File: config.mk
export PLATFORM = sky130hd
export DESIGN_NAME = frame_buffer_writer
export DESIGN_NICKNAME = d
export VERILOG_FILES = /design/src/rtl/frame_buffer_writer.sv
export SDC_FILE = /design/constraint.sdc
export NUM_CORES = 1
export LEC_CHECK = 0
export BUFFER_PORTS_ARGS = -buffer_cell sky130_fd_sc_hd__buf_2
export CORE_MARGIN = 5
export CORE_UTILIZATION = 40
export CTS_BUF_LIST = sky130_fd_sc_hd__clkbuf_8 sky130_fd_sc_hd__clkbuf_16
export CTS_CLUSTER_SIZE = 24
export DETAILED_ROUTE_END_ITERATION = 10
export PLACE_DENSITY = 0.66
export SYNTH_ARGS = -nofsm -noshare
export SYNTH_HDL_FRONTEND = slang
export SYNTH_SLANG_ARGS = --single-unit
File: constraint.sdc
create_clock -name i_clk -period 3.75 [get_ports i_clk]
set_clock_uncertainty 0.05 [all_clocks]
set_input_delay 0.9375 -clock i_clk [delete_from_list [all_inputs] [get_ports i_clk]]
set_output_delay 0.9375 -clock i_clk [all_outputs]
set_load 0.005 [all_outputs]
File: src/rtl/frame_buffer_writer.sv
// frame_buffer_writer
// Takes a raster-ordered valid/ready stream of RGB pixels and writes it into
// a double-banked pixel RAM. The bank being filled is always the one the
// display is not reading. The displayed bank flips only on the display
// controller's frame-sync pulse, so a torn frame is never shown.
module frame_buffer_writer #(
  parameter int MATRIX_COLS = 64,
  parameter int MATRIX_ROWS = 32,
  parameter int PIXEL_BITS  = 24,
  localparam int N          = MATRIX_COLS * MATRIX_ROWS,
  localparam int ADDR_W     = $clog2(N)
) (
  input  logic                  i_clk,
  input  logic                  rst_n,
  input  logic                  i_valid,
  output logic                  o_ready,
  input  logic [PIXEL_BITS-1:0] i_data,
  input  logic                  i_sof,
  output logic                  o_we,
  output logic [ADDR_W:0]       o_wr_addr,
  output logic [PIXEL_BITS-1:0] o_wr_data,
  input  logic                  i_frame_sync,
  output logic                  o_disp_bank,
  output logic                  o_frame_done,
  output logic                  o_err_sof
);

  typedef enum logic [1:0] {
    IDLE      = 2'd0,
    WRITE     = 2'd1,
    WAIT_SWAP = 2'd2
  } state_t;

  localparam logic [ADDR_W-1:0] LAST_PIX = ADDR_W'(N - 1);

  state_t                  state_reg,      state_next;
  logic [ADDR_W-1:0]       pix_cnt_reg,    pix_cnt_next;
  logic                    disp_bank_reg,  disp_bank_next;
  logic                    we_reg,         we_next;
  logic [ADDR_W:0]         wr_addr_reg,    wr_addr_next;
  logic [PIXEL_BITS-1:0]   wr_data_reg,    wr_data_next;
  logic                    frame_done_reg, frame_done_next;
  logic                    err_sof_reg,    err_sof_next;

  logic wr_bank;
  logic xfer;

  // Ready depends only on the registered state: stalled only while the
  // finished frame waits for the display to take it.
  assign o_ready = (state_reg != WAIT_SWAP);
  assign xfer    = i_valid & o_ready;
  assign wr_bank = ~disp_bank_reg;

  // State and registered write-port outputs.
  always_ff @(posedge i_clk or negedge rst_n) begin
    if (!rst_n) begin
      state_reg      <= IDLE;
      pix_cnt_reg    <= '0;
      disp_bank_reg  <= 1'b1;
      we_reg         <= 1'b0;
      wr_addr_reg    <= '0;
      wr_data_reg    <= '0;
      frame_done_reg <= 1'b0;
      err_sof_reg    <= 1'b0;
    end else begin
      state_reg      <= state_next;
      pix_cnt_reg    <= pix_cnt_next;
      disp_bank_reg  <= disp_bank_next;
      we_reg         <= we_next;
      wr_addr_reg    <= wr_addr_next;
      wr_data_reg    <= wr_data_next;
      frame_done_reg <= frame_done_next;
      err_sof_reg    <= err_sof_next;
    end
  end

  // Next-state and write decisions; strobes default low, address/data hold.
  always_comb begin
    state_next      = state_reg;
    pix_cnt_next    = pix_cnt_reg;
    disp_bank_next  = disp_bank_reg;
    we_next         = 1'b0;
    wr_addr_next    = wr_addr_reg;
    wr_data_next    = wr_data_reg;
    frame_done_next = 1'b0;
    err_sof_next    = 1'b0;

    case (state_reg)
      IDLE: begin
        // Pixels arriving before a start-of-frame are consumed and dropped.
        if (xfer && i_sof) begin
          we_next      = 1'b1;
          wr_addr_next = {wr_bank, {ADDR_W{1'b0}}};
          wr_data_next = i_data;
          pix_cnt_next = ADDR_W'(1);
          state_next   = WRITE;
        end
      end

      WRITE: begin
        if (xfer) begin
          we_next      = 1'b1;
          wr_data_next = i_data;
          if (i_sof) begin
            // Unexpected start-of-frame: abandon the partial frame and
            // restart at pixel 0 of the same bank. Takes priority over
            // the end-of-frame check.
            err_sof_next = 1'b1;
            wr_addr_next = {wr_bank, {ADDR_W{1'b0}}};
            pix_cnt_next = ADDR_W'(1);
          end else begin
            wr_addr_next = {wr_bank, pix_cnt_reg};
            if (pix_cnt_reg == LAST_PIX) begin
              frame_done_next = 1'b1;
              pix_cnt_next    = '0;
              state_next      = WAIT_SWAP;
            end else begin
              pix_cnt_next = pix_cnt_reg + ADDR_W'(1);
            end
          end
        end
      end

      WAIT_SWAP: begin
        // Only a sync pulse seen here swaps banks; earlier pulses are ignored.
        if (i_frame_sync) begin
          disp_bank_next = ~disp_bank_reg;
          state_next     = IDLE;
        end
      end

      default: begin
        state_next = IDLE;
      end
    endcase
  end

  assign o_we         = we_reg;
  assign o_wr_addr    = wr_addr_reg;
  assign o_wr_data    = wr_data_reg;
  assign o_disp_bank  = disp_bank_reg;
  assign o_frame_done = frame_done_reg;
  assign o_err_sof    = err_sof_reg;

endmodule

Word-level counts from Yosys, hierarchy flattened --
Cells that the tools add are included.
Operators by class: add/sub/neg operators 1, equality and inequality tests 9, mux-type cells 28, bitwise operators 2, reductions and logical operators 6
Operator list (count):
- $mux W11 | 5
- $mux W24 | 2
- $pmux W24 S2 | 1
- $mux W12 | 2
- $pmux W12 S2 | 1
- $pmux W11 S2 | 1
- $ne A2 B2 Y1 const B | 6
- $add A11 B1 Y11 const B | 1
- $eq A11 B11 Y1 const B | 1
- $mux W2 | 5
- $mux W1 | 9
- $pmux W2 S3 | 1
- $reduce_and A5 Y1 | 1
- $reduce_and A3 Y1 | 1
- $eq A2 B1 Y1 const B | 1
- $eq A2 B2 Y1 const B | 1
- $logic_not A2 Y1 | 1
- $pmux W1 S2 | 1
- $reduce_and A2 Y1 | 1
- $reduce_bool A2 Y1 | 1
- $and A1 B1 Y1 | 1
- $logic_and A1 B1 Y1 | 1
- $not A1 Y1 | 1
Storage, ports and cells: register bits 53, bits of input ports 29, output and inout bits 41

Logic depth before layout (Yosys ltp) --
Gate-level depths: netlist (run 1).
depth in word-level cells 5, depth in mapped cells 7

Least setup slack after synthesis (run 1) --
OpenSTA, ideal clock, no wires.
kind input -> register, start in i_valid, end reg pix_cnt_reg[7], library setup time 79 ps, arrival 1922 ps, setup slack 1699 ps, stages on the path 5, path through nor2b_1 -> buf_2 -> nand2_4 -> or4_1 -> a21oi_1
Between the ends: longest elaborated chain between the ends 4
RTL lines:
- from (decl) | line 15 | input logic i_valid,
- $and A1 B1 Y1 * | line 51 | assign xfer = i_valid & o_ready;
- $logic_and A1 B1 Y1 | line 91 | if (xfer && i_sof) begin
- $ne A2 B2 Y1 (no source line)
- $reduce_and A3 Y1 (no source line) *
- to (signal assigned) | line 67 | pix_cnt_reg <= pix_cnt_next;
- to (decl) | line 37 | logic [ADDR_W-1:0] pix_cnt_reg, pix_cnt_next;
Mark *: on every way between the ends. The rest lies on a longest branch, timed or not. A chain may end at the register's enable or synchronous reset.

Worst setup path after layout (run 1) --
start in i_sof, end reg pix_cnt_reg[10]
Between the ends: longest elaborated chain between the ends 3
RTL lines:
- from (decl) | line 18 | input logic i_sof,
- $mux W11 or $logic_and A1 B1 Y1 (tied branches) | line 104, 91
- $mux W11 or $ne A2 B2 Y1 (tied branches)
- $pmux W11 S2 or $reduce_and A3 Y1 (tied branches)
Several ways; a longest one is shown, not always the timed one. The select of a mux whose other input is x is not followed.

==> results_dict.tcl, run 1 <==
set metrics [dict create \
    endpoint_kind "flip-flop" \
    grt_overflow 0 \
    postCtsSetupRepairBufs 0 \
    num_rows 26 \
    ant_nets 0 \
    vdd_drop_max_mv 0.276 \
    largest_reg_flops 24 \
    clk_pin_slew_worst_paths_ns 0.09 \
    dpl-instance-area_sq_mm 0.00253 \
    die-area_sq_mm 0.00690 \
    use_met1_pct 18.9 \
    synth_seq_area_share_pct 62.1 \
    critPathTopFamily "simple AND/OR/NAND/NOR gates" \
    cts_tree "yes" \
    gp_congestion 0.774 \
    finish.utilization_pct 51.4 \
    area_growth_pct 23.7 \
    critPathMaxFanout 44 \
    hold_path.class "flip-flop to flip-flop" \
    synth_area_leaders "dfrtp_1 61%, nand2_1 15%, a22o_1 4.1%" \
    synthDominantCellAreaShare_pct 60.9 \
    numClockSinks 53 \
    syn-num-nets 240 \
    grt_start_max_net_pins 45 \
    initial_core_util_pct 41.6 \
    synthFlopType "dfrtp_1" \
    fin_crit_ns 2.34 \
    clock_path_buffers 2 \
    ys_warn_count 0 \
    critPathSlowestCell "nand2_4" \
    worst_pin_slew_ns 0.675 \
    diodes 0 \
    synth_top_area_cell "dfrtp_1" \
    drv_cap 0 \
    die_w_microns 83.1 \
    timing.final.crit_share_pct 62.4 \
    cts_root_buf "clkbuf_8" \
    worstPathRequired_ns 3.87 \
    slew_viol_final 0 \
    synth.distinct_cells 36 \
    die_h_microns 83.1 \
    postCtsHoldBufs 0 \
    drive_gt1_share_pct 29.4 \
    cts_max_level 2 \
    ioPinCount 70 \
    ctsResizeCount 0 \
    syn_inst 210 \
    drt_iter0_markers 87 \
    ys_top_cells_by_count "83 x nand2_1, 52 x dfrtp_1, 10 x a22o_1" \
    tns_ns 0 \
    antenna_found_initial 0 \
    insertion_delay_ns 0.30 \
    grt_pass1_wl_microns 8220 \
    core-area_sq_mm 0.00514 \
    crit_chain "buf_2 -> or2_1 -> nand2_4 -> inv_2 -> a41oi_1 -> nor2_1" \
    crit_buf_inv 2 \
    timing_worst_setup_path_type "input pin to flip-flop" \
    use_met3_pct 3.76 \
    critPathMaxStageDelay_ns 0.39 \
    crit_start "i_sof" \
    critPathArrivalTime_ns 2.46 \
    power_density_mw_per_mm2 441 \
    syn_area_per_cell_sq_um 10.2 \
    outcome "complete, no violations" \
    io_buffers 69 \
    synth_edf_count 0 \
    drc 0 \
    syn_area_sq_mm 0.00214 \
    dp_hpwl_microns 3390 \
    wl_microns 4740 \
    ys_seq_elements 53 \
    firstDrtPassIters 4 \
    hold_viol 0 \
    wl_per_cell_microns 13.6 \
    hp-start "o_wr_data[15]" \
    max_clock_freq_mhz 427 \
    cts_buffers 5 \
    finalInstanceArea_sq_mm 0.00264 \
    grt_setup_unrepaired "false" \
    grt_util_met2_pct 23.1 \
    p_leak_nw 1.42 \
    power_mw 1.17 \
    grt_pass1_vias 1683 \
    async_flop_share_pct 100 \
    grt_use_total_pct 14.6 \
    yosys.cell_count.top_type "nand2_1" \
    via_per_inst 4.89 \
    grt-busiest-layer "met2" \
    r2r_start "state_reg[0]" \
    setup_viol 0 \
    num_vias 1705 \
    slew_headroom_pct 55.0 \
    setup.worst_path.start_class "input pin" \
    final_nets 308 \
]
## layout by cell type, fill, tap and decap left out, types with 2 or more instances in the layout
cell type | synthesis | layout
buf_4 | 0 | 2
and4_1 | 2 | 2
a22o_1 | 10 | 10
and3_1 | 2 | 2
nor3b_1 | 2 | 2
dfrtp_1 | 52 | 52
xor2_1 | 5 | 5
clkbuf_8 | 0 | 5
a21oi_1 | 6 | 6
nand4_1 | 6 | 6
o21ai_0 | 2 | 2
buf_2 | 4 | 69
and2_1 | 2 | 2
or4_1 | 2 | 2
nand2_1 | 83 | 83
nor2_1 | 6 | 6
o31ai_1 | 2 | 2
## area by class of cell
class	instances	area, sq um
fill	503	2500
sequential	53	1330
clock buffer	5	68.8
inverter	1	3.75
clock inverter	3	38.8
multi-input combinational	146	756
timing repair buffer	71	360
tap	70	87.6
## power breakdown
group / switching, mW / internal, mW
clock: 0.176 / 0.195
combinational: 0.0790 / 0.0643
sequential: 0.0342 / 0.617
## through the flow
step,worst slack (ns),hold slack [ns],instances
2_1_floorplan,1.70,0.420,210
3_3_place_gp,1.12,0.404,341
3_5_place_dp,1.07,0.411,341
4_1_cts,1.41,0.434,349
5_1_grt,1.30,0.444,349
6_report,1.41,0.430,349
## cells by family after synthesis
kind of cell | count (synthesis) | synth area share [%]
AOI/OAI and AO/OA | 24 | 8.14
adders and majority gates | 1 | 0.585
and+or+nand+nor | 115 | 24.2
buffers and inverters | 11 | 2.52
xor gates and xnor gates | 6 | 2.46
DFF | 53 | 62.1
## worst paths after layout
| check | endpoint | slack, ns | depth (start not counted) |
|---|---|---|---|
| min in group asynchronous | o_wr_addr[8] | 0.57 | 1 |
| hold reg to reg | o_wr_data[15] | 0.43 | 2 |
| setup / recovery | pix_cnt_reg[10] | 1.41 | 6 |
| hold / removal | o_wr_data[15] | 0.43 | 2 |
| setup reg to reg | pix_cnt_reg[10] | 1.76 | 5 |
| max in group asynchronous | o_wr_data[5] | 2.30 | 2 |
## worst min-delay path, delay by kind of cell, from the launching register on
family,cells,cell delay [ns]
flip-flops,1,0.35
AND/OR/NAND/NOR,2,0.10
## routing by layer
layer / wire length [microns] / vias to the layer above
li1: - / 837
met1: 2130 / 819
met2: 2260 / 45
met3: 278 / 4
met4: 68 / 0
met5: 0 / -
(Power assumes the default switching activity.)
==> inputs of run 2 (changes only) <==
Settings changed: ABC_AREA set to 1, PLACE_DENSITY 0.66 to 0.67.
Clock period 3.75 ns to 2.04 ns, I/O delays scaled along.
==> results_dict.tcl, run 2 <==
set metrics [dict create \
    outcome "complete, no violations" \
    worst_pin_slew_ns 0.361 \
    hold_viol 0 \
    dp_hpwl_microns 3740 \
    ys_seq_elements 53 \
    fin_crit_ns 1.63 \
    synth_fa_ha_area_share_pct 0.549 \
    syn-num-nets 296 \
    synth_seq_area_share_pct 58.3 \
    clock_path_buffers 2 \
    muxShareOfSynthArea_pct 0 \
    num-fill-cells 526 \
    synthFlopType "dfrtp_1" \
    grt_use_total_pct 14.8 \
    vdd_drop_max_mv 0.432 \
    ant_nets 0 \
    num_rows 27 \
    postCtsHoldBufs 0 \
    ioPinCount 70 \
    num_vias 1881 \
    cts_root_buf "clkbuf_8" \
    area_growth_pct 22.6 \
    ctsResizeCount 0 \
    syn_inst 266 \
    ys_top_cells_by_count "115 x nand2_1, 52 x dfrtp_1, 24 x nor2_1, 15 x inv_1, 15 x nand3_1" \
    multi_input_area_sq_um 830 \
    grt_pass1_vias 1913 \
    yosys.area_share.simple_pct 30.0 \
    drv_cap 0 \
    final_common_cell "nand2_1" \
    numClockSinks 53 \
    wl_microns 5050 \
    cts_max_level 2 \
    preCtsSetupSlack_ns 0.399 \
    p_clk_share_pct 17.5 \
    async_flop_share_pct 100 \
    finish.utilization_pct 50.7 \
    postCtsSetupRepairBufs 0 \
    initial_core_util_pct 41.4 \
    gp_congestion 0.811 \
    seq_area_sq_mm 0.00133 \
    worstPathRequired_ns 1.48 \
    io_buffers 69 \
    synth_compound_gate_area_share_pct 4.73 \
    largest_reg_flops 24 \
    firstDrtPassIters 4 \
    synthDominantCellAreaShare_pct 57.1 \
    timing_worst_setup_path_type "flip-flop to output port" \
    syn_area_per_cell_sq_um 8.56 \
    wl_per_cell_microns 12.3 \
    insertion_delay_ns 0.30 \
    power_frac_comb_pct 36.8 \
    cts_tree "yes" \
    worst_slack_ns 0.410 \
    grt_setup_unrepaired "false" \
    synth_area_leaders "dfrtp_1 57%, nand2_1 19%, nor2_1 4.0%" \
    p_leak_nw 1.55 \
    die_w_microns 85.5 \
    drt_iter0_markers 80 \
    power_mw 3.45 \
    synth_top_family_by_area "simple AND/OR/NAND/NOR gates" \
    die_h_microns 85.5 \
    sw_frac_of_total_pct 37.7 \
    p_sw_mw 1.30 \
    grt_pass1_wl_microns 8760 \
    die-area_sq_mm 0.00730 \
    ys_warn_count 0 \
    diodes 0 \
    critPathArrivalTime_ns 1.07 \
    layout_common_cells "115 x nand2_1, 69 x buf_2, 52 x dfrtp_1, 24 x nor2_1, 16 x inv_1" \
    power_density_mw_per_mm2 1240 \
    stdcell_count 411 \
    syn_area_sq_mm 0.00228 \
    placedCellCount 403 \
    r2r_start "pix_cnt_reg[0]" \
    max_clock_freq_mhz 613 \
    synth.distinct_cells 26 \
    rr_worst_depth 8 \
    drc 0 \
    grt_overflow 0 \
    timing.final.crit_share_pct 79.9 \
    synth_edf_count 0 \
    reg2reg_slack_ns 0.43 \
    drive_gt1_share_pct 28.0 \
    setup_viol 0 \
    r2r-end "pix_cnt_reg[9]" \
    via_per_inst 4.58 \
    clk_pin_slew_worst_paths_ns 0.09 \
    critPathMaxFanout 5 \
    endpoint_kind "output port" \
    synth-xor-area-share_pct 1.15 \
    internal_power_mw 2.15 \
    synth_top_area_cell "dfrtp_1" \
    setup.worst_path.start_class "flip-flop" \
    final_nets 368 \
    tns_ns 0 \
    core-area_sq_mm 0.00551 \
    hold_path.class "input pin to asynchronous set/reset pin" \
    slew_headroom_pct 76.0 \
    grt_start_max_net_pins 40 \
    antenna_found_initial 0 \
    slew_viol_final 0 \
    pwr-share-seq_pct 45.7 \
    yosys.cell_count.top_type "nand2_1" \
    cts_buffers 5 \
]
[run 2: cell types whose count changed in the layout (fill, tap and decap cells not counted), sizes merged, moves of 8 or more]
cell / before / now
a22o: 10 / 0
inv: 2 / 18
nand2: 84 / 121
nand3: 1 / 16
nor2: 6 / 26
o21ai: 2 / 10
[run 2: cell type report]
class / instances / share of cell area, %
clock inverter: 2 / 0.403
multi-input combinational: 188 / 29.7
tap: 72 / 3.23
clock buffer: 6 / 2.96
timing repair buffer: 73 / 13.9
sequential: 53 / 47.5
inverter: 17 / 2.28
[run 2: worst max-delay path: stages (launching register included)]
cell	delay [ns]
dfrtp_1	0.44
inv_1	0.13
nand2_1	0.07
buf_2	0.13
[run 2: worst max-delay path by stage]
stage,from,to,depth (start not counted)
2_1_floorplan,pix_cnt_reg[0],pix_cnt_reg[9],8
3_3_place_gp,i_sof,pix_cnt_reg[1],7
3_5_place_dp,i_sof,pix_cnt_reg[4],7
4_1_cts,state_reg[0],o_ready,3
5_1_grt,pix_cnt_reg[0],pix_cnt_reg[9],8
6_report,state_reg[0],o_ready,3
[run 2: power by group through the flow]
stage               Clock (mW)  Sequential [mW]  Combinational [mW]
floorplan                    0             1.62               0.774
global placement             0             1.59                1.28
detailed placement           0             1.60                1.30
CTS                      0.623             1.58                1.30
global route             0.658             1.63                1.47
finish                   0.603             1.58                1.27
[run 2: through the flow]
step	hold slack (ns)	instance area, sq um
after floorplan	0.164	2280
after global placement	0.397	2700
after detailed placement	0.394	2700
after CTS	0.0624	2790
after global routing	0.0753	2790
final	0.0588	2790
[run 2: layer usage]
layer | GRT usage [%] | wire length [microns] | vias to the layer above
li1 | - | - | 972
met2 | 24.5 | 2290 | 68
met5 | 0 | 0 | -
met3 | 3.40 | 396 | 4
met4 | 4.32 | 53 | 0
met1 | 19.2 | 2320 | 837
[run 2: kinds of logic after synthesis]
logic type | after synthesis
AND/OR/NAND/NOR | 166
flip-flops | 53
buffers and inverters | 25
AO/OA/AOI/OAI | 18
XOR/XNOR | 3
adder cells (fa/ha/maj) | 1
